`src/rtl/ddr4_cmd_sequencer.sv`:
```
// Closed-page DDR4 command sequencer: one request becomes ACT -> RD/WR -> PRE with
// programmable spacing, write-beat drive and read-beat capture. All pins are registered.
module ddr4_cmd_sequencer #(
  parameter int ADDRWIDTH = 17,
  parameter int BGWIDTH   = 2,
  parameter int BAWIDTH   = 2,
  parameter int COLWIDTH  = 10,
  parameter int CHIPS     = 16,
  parameter int DQWIDTH   = 64,
  parameter int BL        = 8,
  parameter int TINIT     = 5,
  parameter int TRCD      = 15,
  parameter int TCL       = 15,
  parameter int CWL       = 0,
  parameter int TWR       = 4,
  parameter int TRP       = 15
) (
  input  logic                    ck_t,
  input  logic                    reset,
  input  logic                    req_valid,
  output logic                    req_ready,
  input  logic                    req_write,
  input  logic [BGWIDTH-1:0]      req_bg,
  input  logic [BAWIDTH-1:0]      req_ba,
  input  logic [ADDRWIDTH-1:0]    req_row,
  input  logic [COLWIDTH-1:0]     req_col,
  input  logic [BL*DQWIDTH-1:0]   req_wdata,
  output logic                    resp_valid,
  output logic                    resp_write,
  output logic [BL*DQWIDTH-1:0]   resp_rdata,
  output logic                    cke,
  output logic                    cs_n,
  output logic                    act_n,
  output logic [ADDRWIDTH-1:0]    A,
  output logic [BGWIDTH-1:0]      bg,
  output logic [BAWIDTH-1:0]      ba,
  output logic                    odt,
  output logic                    parity,
  output logic [DQWIDTH-1:0]      dq_o,
  output logic                    dq_oe,
  input  logic [DQWIDTH-1:0]      dq_i,
  output logic [CHIPS-1:0]        dqs_t_o,
  output logic [CHIPS-1:0]        dqs_c_o
);

  localparam int CW = 16;
  localparam int DW = BL*DQWIDTH;

  // Cycle offsets are measured from the ACT cycle (cycle 0).
  localparam logic [CW-1:0] T_CAS    = CW'(TRCD);
  localparam logic [CW-1:0] W_FIRST  = CW'(TRCD + CWL);
  localparam logic [CW-1:0] W_LAST   = CW'(TRCD + CWL + BL - 1);
  localparam logic [CW-1:0] W_PRE    = CW'(TRCD + CWL + BL + TWR);
  localparam logic [CW-1:0] R_FIRST  = CW'(TRCD + TCL);
  localparam logic [CW-1:0] R_LAST   = CW'(TRCD + TCL + BL - 1);
  localparam logic [CW-1:0] R_PRE    = CW'(TRCD + TCL + BL);
  localparam logic [CW-1:0] INIT_END = CW'(TINIT);
  localparam logic [CW-1:0] RP_END   = CW'(TRP - 1);

  localparam logic [ADDRWIDTH-1:0] A_NOP = ADDRWIDTH'(17'h1C000);
  localparam logic [ADDRWIDTH-1:0] A_WR  = ADDRWIDTH'(17'h10000);
  localparam logic [ADDRWIDTH-1:0] A_RD  = ADDRWIDTH'(17'h14000);
  localparam logic [ADDRWIDTH-1:0] A_PRE = ADDRWIDTH'(17'h08000);

  typedef enum logic [3:0] {
    S_INIT, S_IDLE, S_ACT, S_RCD, S_CAS, S_WDATA, S_WRREC, S_RLAT, S_RDATA, S_PRE, S_RP
  } state_t;

  typedef struct packed {
    logic                 write;
    logic [BGWIDTH-1:0]   bg;
    logic [BAWIDTH-1:0]   ba;
    logic [ADDRWIDTH-1:0] row;
    logic [COLWIDTH-1:0]  col;
    logic [DW-1:0]        wdata;
  } req_t;

  typedef struct packed {
    logic                 cke;
    logic                 cs_n;
    logic                 act_n;
    logic [ADDRWIDTH-1:0] A;
    logic [BGWIDTH-1:0]   bg;
    logic [BAWIDTH-1:0]   ba;
    logic                 odt;
    logic                 parity;
    logic [DQWIDTH-1:0]   dq_o;
    logic                 dq_oe;
    logic [CHIPS-1:0]     dqs_t;
    logic [CHIPS-1:0]     dqs_c;
    logic                 req_ready;
    logic                 resp_valid;
    logic                 resp_write;
  } pins_t;

  function automatic pins_t rst_pins();
    pins_t p;
    p       = '0;
    p.cke   = 1'b1;
    p.cs_n  = 1'b1;
    p.act_n = 1'b1;
    p.dqs_c = '1;
    return p;
  endfunction

  function automatic logic busy(input state_t s);
    return s inside {S_ACT, S_RCD, S_CAS, S_WDATA, S_WRREC, S_RLAT, S_RDATA};
  endfunction

  // Post-ACT phase is a pure function of the cycle offset and direction.
  function automatic state_t seq_state(input logic [CW-1:0] c, input logic wr);
    if (c < T_CAS)  return S_RCD;
    if (c == T_CAS) return S_CAS;
    if (wr) begin
      if (c <= W_LAST) return S_WDATA;
      if (c < W_PRE)   return S_WRREC;
    end else begin
      if (c < R_FIRST) return S_RLAT;
      if (c < R_PRE)   return S_RDATA;
    end
    return S_PRE;
  endfunction

  state_t          state_q, state_d;
  logic [CW-1:0]   cyc_q, cyc_d;
  req_t            lat_q, lat_d;
  pins_t           pins_q, pins_d;
  logic [CW-1:0]   wbeat, rbeat;
  logic            wr_win, rd_cap;
  logic [DW-1:0]   rd_buf, rd_next;

  always_ff @(posedge ck_t) begin
    if (reset) begin
      state_q    <= S_INIT;
      cyc_q      <= '0;
      lat_q      <= '0;
      pins_q     <= rst_pins();
      rd_buf     <= '0;
      resp_rdata <= '0;
    end else begin
      state_q <= state_d;
      cyc_q   <= cyc_d;
      lat_q   <= lat_d;
      pins_q  <= pins_d;
      if (rd_cap) begin
        rd_buf <= rd_next;
        if (cyc_q == R_LAST) resp_rdata <= rd_next;
      end
    end
  end

  always_comb begin
    state_d = state_q;
    cyc_d   = cyc_q + 1'b1;
    lat_d   = lat_q;
    unique case (state_q)
      S_INIT: if (cyc_q >= INIT_END) begin
        state_d = S_IDLE;
        cyc_d   = '0;
      end
      S_IDLE: begin
        cyc_d = '0;
        if (req_valid && req_ready) begin
          state_d = S_ACT;
          lat_d   = {req_write, req_bg, req_ba, req_row, req_col, req_wdata};
        end
      end
      S_PRE: begin
        state_d = S_RP;
        cyc_d   = '0;
      end
      S_RP: if (cyc_q >= RP_END) begin
        state_d = S_IDLE;
        cyc_d   = '0;
      end
      default: state_d = seq_state(cyc_d, lat_q.write);
    endcase
  end

  // Pins are computed from the next state so they appear registered in that state's cycle.
  always_comb begin
    pins_d            = rst_pins();
    pins_d.cs_n       = 1'b0;
    pins_d.A          = A_NOP;
    pins_d.resp_write = pins_q.resp_write;
    wr_win = busy(state_d) && lat_d.write && (cyc_d >= W_FIRST) && (cyc_d <= W_LAST);
    wbeat  = '0;
    unique case (state_d)
      S_INIT: begin
        pins_d.cs_n = 1'b1;
        pins_d.A    = '0;
      end
      S_IDLE: pins_d.req_ready = 1'b1;
      S_ACT: begin
        pins_d.act_n = 1'b0;
        pins_d.A     = lat_d.row;
      end
      S_CAS: pins_d.A = (lat_d.write ? A_WR : A_RD) | ADDRWIDTH'(lat_d.col);
      S_PRE: begin
        pins_d.A          = A_PRE;
        pins_d.resp_valid = 1'b1;
        pins_d.resp_write = lat_d.write;
      end
      default: ;
    endcase
    if (busy(state_d) || state_d == S_PRE) begin
      pins_d.bg = lat_d.bg;
      pins_d.ba = lat_d.ba;
    end
    if (wr_win) begin
      wbeat        = cyc_d - W_FIRST;
      pins_d.dq_oe = 1'b1;
      pins_d.odt   = 1'b1;
      pins_d.dq_o  = lat_d.wdata[int'(wbeat)*DQWIDTH +: DQWIDTH];
      pins_d.dqs_t = '1;
      pins_d.dqs_c = '0;
    end
    pins_d.parity = ~pins_d.cs_n & (^{pins_d.act_n, pins_d.bg, pins_d.ba, pins_d.A});
  end

  // Read beats land in rd_buf; the last beat also publishes the whole burst.
  assign rd_cap = busy(state_q) && !lat_q.write && (cyc_q >= R_FIRST) && (cyc_q <= R_LAST);

  always_comb begin
    rbeat   = rd_cap ? (cyc_q - R_FIRST) : '0;
    rd_next = rd_buf;
    rd_next[int'(rbeat)*DQWIDTH +: DQWIDTH] = dq_i;
  end

  assign cke        = pins_q.cke;
  assign cs_n       = pins_q.cs_n;
  assign act_n      = pins_q.act_n;
  assign A          = pins_q.A;
  assign bg         = pins_q.bg;
  assign ba         = pins_q.ba;
  assign odt        = pins_q.odt;
  assign parity     = pins_q.parity;
  assign dq_o       = pins_q.dq_o;
  assign dq_oe      = pins_q.dq_oe;
  assign dqs_t_o    = pins_q.dqs_t;
  assign dqs_c_o    = pins_q.dqs_c;
  assign req_ready  = pins_q.req_ready;
  assign resp_valid = pins_q.resp_valid;
  assign resp_write = pins_q.resp_write;

endmodule
```
`config.mk`:
```
export PLATFORM = sky130hd
export DESIGN_NAME = ddr4_cmd_sequencer
export DESIGN_NICKNAME = d
export VERILOG_FILES = /design/src/rtl/ddr4_cmd_sequencer.sv
export SDC_FILE = /design/constraint.sdc
export NUM_CORES = 2
export LEC_CHECK = 0
export CORE_AREA = 10 10 476 478
export DETAILED_ROUTE_END_ITERATION = 6
export DIE_AREA = 0 0 486 488
export HOLD_SLACK_MARGIN = 0.03
export PLACE_DENSITY = 0.55
export REMOVE_ABC_BUFFERS = 1
export SLEW_MARGIN = 15
export SYNTH_ARGS = -nofsm -noshare
export SYNTH_HDL_FRONTEND = slang
export SYNTH_SLANG_ARGS = --single-unit
```
`constraint.sdc`:
```
create_clock -name ck_t -period 3.7 [get_ports ck_t]
set_clock_uncertainty 0.05 [all_clocks]
set_input_delay 0.37 -clock ck_t [delete_from_list [all_inputs] [get_ports ck_t]]
set_output_delay 0.37 -clock ck_t [all_outputs]
set_load 0.05 [all_outputs]
```
==> results.sh <==
export IMPL_dr_pass1_iters=5
export IMPL_grt_max_degree=203
export IMPL_drv_cap=0
export IMPL_synth_edf_count=0
export IMPL_slew_headroom_pct=19.2
export IMPL_fin_crit_sh_pct=102
export IMPL_crit_path_end_kind="flop"
export IMPL_synth_compound_area_share_pct=15.1
export IMPL_tightest_slew_ns=1.21
export IMPL_synth_top_cells_by_count="dfxtp_1 (1664), nor2_1 (1396), nand2_1 (1227), a21oi_1 (1061), mux2i_1 (584)"
export IMPL_io_pin_count=1249
export IMPL_cp_slowest_cell="a2111o_1"
export IMPL_insertion_delay_ns=0.86
export IMPL_timing_hold_ws_ns=0.106
export IMPL_violations="setup timing"
export IMPL_start_util_pct=31.0
export IMPL_core_area_um2=217000
export IMPL_clock_sinks=1664
export IMPL_drc=0
export IMPL_async_flop_share_pct=0
export IMPL_path_max_fanout=8
export IMPL_synthSimpleGateAreaFrac_pct=16.9
export IMPL_fin_util_pct=44.1
export IMPL_synth_top_cell_by_area="dfxtp_1"
export IMPL_max_stage_delay_ns=0.48
export IMPL_synthAdderAreaFrac_pct=0.187
export IMPL_htreeDepth=4
export IMPL_synth_cell_types=84
export IMPL_overflow=0
export IMPL_worst_slack_ns=-0.0925
export IMPL_p_per_area_nw_per_um2=488
export IMPL_io_buffers=1247
export IMPL_synth_area_top_cells="dfxtp_1 (50%), mux2i_1 (8.7%), a21oi_1 (7.9%), nor2_1 (7.8%), nand2_1 (6.9%)"
export IMPL_hold_path_class="primary input to flop"
export IMPL_nFillCells=20800
export IMPL_clock_fmax_ghz=0.264
export IMPL_dp_slack_ns=-0.134
export IMPL_grt_setup_unrepaired="true"
export IMPL_ys_seq_elements=1664
export IMPL_crit_chain="inv_2 > buf_4 > ha_4 > nand2b_4 > a2111o_1 > o21ba_1 > o21bai_1 > a21oi_2 > buf_4 > nor2_2 > buf_4 > xnor2_4 > buf_12 > buf_6 > buf_12 > buf_12 > buf_12 > clkbuf_16 > mux2i_1 > mux4_2 > o22ai_1"
export IMPL_avgSynthCellArea_um2=8.70
export IMPL_clock_path_buffers=3
export IMPL_nets=9750
export IMPL_grt_pass1_vias=58700
export IMPL_required_ns=4.43
export IMPL_vdd_ir_drop_worst_uv=445
export IMPL_cp_start_kind="flop"
export IMPL_synth_xor_area_share_pct=0.636
export IMPL_drt_iter0_drc=4543
export IMPL_ys_warn_count=0
export IMPL_critical_path_buf_inv_count=10
export IMPL_rows=171
export IMPL_crit_family="buffers and inverters"
export IMPL_num_vias=61600
export IMPL_antenna_found_initial=83
export IMPL_layout_min_cycle_time_ns=3.79
export IMPL_crit_type="flop to flop"
export IMPL_areaGrowthSynthToFinish_pct=42.5
export IMPL_slew_violations=0
export IMPL_ys_flop_type="dfxtp_1"
export IMPL_grt_usage_pct=21.8
export IMPL_yosys_cell_count_top_type="dfxtp_1"
export IMPL_status="finished, violations left"
export IMPL_viasPerCell=5.05
export IMPL_wl_per_cell_um=23.1
export IMPL_place_congestion=0.869
export IMPL_layout_drive_gt1_share_pct=11.6
export IMPL_cts_root_buf="clkbuf_16"
export IMPL_ys_seq_area_share_pct=49.7
export IMPL_finalHoldViolations=0
export IMPL_clkTransAtPathRegs_ns=0.06
export IMPL_antenna_left=0
export IMPL_cp_arrival_ns=4.52
export IMPL_cts_tree="yes"
export IMPL_die_w_um=486
export IMPL_syn_inst=7709
export IMPL_syn_area_um2=67100
export IMPL_hpwl_um=199000
export IMPL_setup_viol=14
export IMPL_synth_top_area_share_pct=49.7
export IMPL_die_area_um2=237000
export IMPL_synthMuxAreaShare_pct=13.1
export IMPL_numCtsBuffers=183
export IMPL_synth_top_family_by_area="simple AND/OR/NAND/NOR gates"
export IMPL_die_y_um=488
export IMPL_finalWirelength_um=282000
export IMPL_cpMostUsedCell="buf_12"
export IMPL_grt_pass1_wl_um=395000
export IMPL_power_leakage_nw=33.8
==> repair_timing <==
item / CTS / global route
cloned: 4 / 32
endpoints found under the hold margin: 323 / 0
setup buffers: 16 / 46
setup endpoints to repair: 256 / 568
pin swaps: 6 / 84
hold buffers: 223 / 0
gates resized for setup: 16 / 225
==> layout make-up <==
cell class              count  area (um2)  share of cell area [%]
repair buffers           1929       20400                    21.4
multi-input cells        5337       31800                    33.3
clock buffers             274        5360                    5.61
diodes                     62         155                   0.162
clock inverters            63         912                   0.954
well taps                2854        3570                    3.74
flip-flops and latches   1664       33300                    34.9
inverters                  14        57.6                  0.0602
==> cell usage in the layout (no fill, tap or decap), drive strengths merged, types with 4 or more instances in the layout <==
master / instances
xnor2: 26
a21oi: 1063
clkinv: 45
a211oi: 516
clkbuf: 301
nor4: 12
mux2i: 584
diode: 62
mux4: 128
nand4: 8
nor3: 16
bufinv: 9
a31oi: 6
dlygate4sd3: 223
inv: 18
or3: 6
ha: 10
o21ai: 22
or2: 5
clkinvlp: 5
nor2b: 5
nand3: 84
nand2b: 11
clkdlybuf4s50: 1246
o22ai: 68
nand2: 1227
nor2: 1397
mux2: 4
and2: 10
buf: 433
dfxtp: 1664
xor2: 15
and3: 66
==> power by group <==
part           internal, W  switching (W)  total (W)
logic              0.00540        0.00444    0.00985
clock network       0.0108        0.00809     0.0189
registers           0.0179      0.0000180     0.0180
==> worst register-to-register path: stages, from the launching register on <==
cell,delay (ns)
dfxtp_2,0.32
inv_2,0.06
buf_4,0.11
ha_4,0.13
nand2b_4,0.05
a2111o_1,0.48
o21ba_1,0.21
o21bai_1,0.17
a21oi_2,0.11
buf_4,0.16
nor2_2,0.09
buf_4,0.13
xnor2_4,0.08
buf_12,0.15
buf_6,0.14
buf_12,0.12
buf_12,0.13
buf_12,0.13
clkbuf_16,0.17
mux2i_1,0.11
mux4_2,0.46
o22ai_1,0.18
==> per-stage QoR <==
stage / cells / TNS, ns / total power (W) / cell area, um2
2_1_floorplan: 7014 / - / 0.0221 / 64200
5_1_grt: 12200 / -8.26 / 0.0482 / 95500
3_5_place_dp: 11500 / -1.64 / 0.0263 / 84300
4_1_cts: 12100 / -0.00643 / 0.0458 / 93200
6_report: 12200 / -0.607 / 0.0467 / 95600
3_3_place_gp: 11500 / -1.19 / 0.0261 / 84300
==> path summary, 6_finish.rpt <==
kind / cells past startpoint / endpoint / from / slack (ns)
min reg2reg: 2 / rd_buf[29]$_SDFFE_PP0P_ / rd_buf[29]$_SDFFE_PP0P_ / 0.40
max: 21 / dq_o[49]$_SDFF_PP0_ / cyc_q[1]$_SDFF_PP0_ / -0.09
max reg2reg: 21 / dq_o[49]$_SDFF_PP0_ / cyc_q[1]$_SDFF_PP0_ / -0.09
min: 3 / lat_q[542]$_SDFF_PP0_ / req_bg[1] / 0.11
==> per-layer routing <==
layer	routed length [um]	track usage (%)	vias to the layer above
met3	26700	7.80	436
met2	131000	35.5	2128
met1	113000	26.2	29700
met4	10700	8.40	32
met5	200	0	-
li1	-	-	29300
==> registers in the layout, summed over array words and instances, names as in the netlist, 2 cells and up <==
name        count
rd_buf        512
resp_rdata    512
bg              2
A              17
ba              2
lat_q         527
dq_o           64
state_q         4
cyc_q          16
==> logic make-up (layout without fill, tap and decap cells) <==
logic type,count (synthesis),count (layout)
fa+ha+maj,10,10
flops,1664,1664
xor+xnor,42,42
other cells,1,63
compound gates,1709,1710
buf+inv,709,2280
mux,716,716
simple gates,2858,2858
Power figures use the tool's default switching activity.
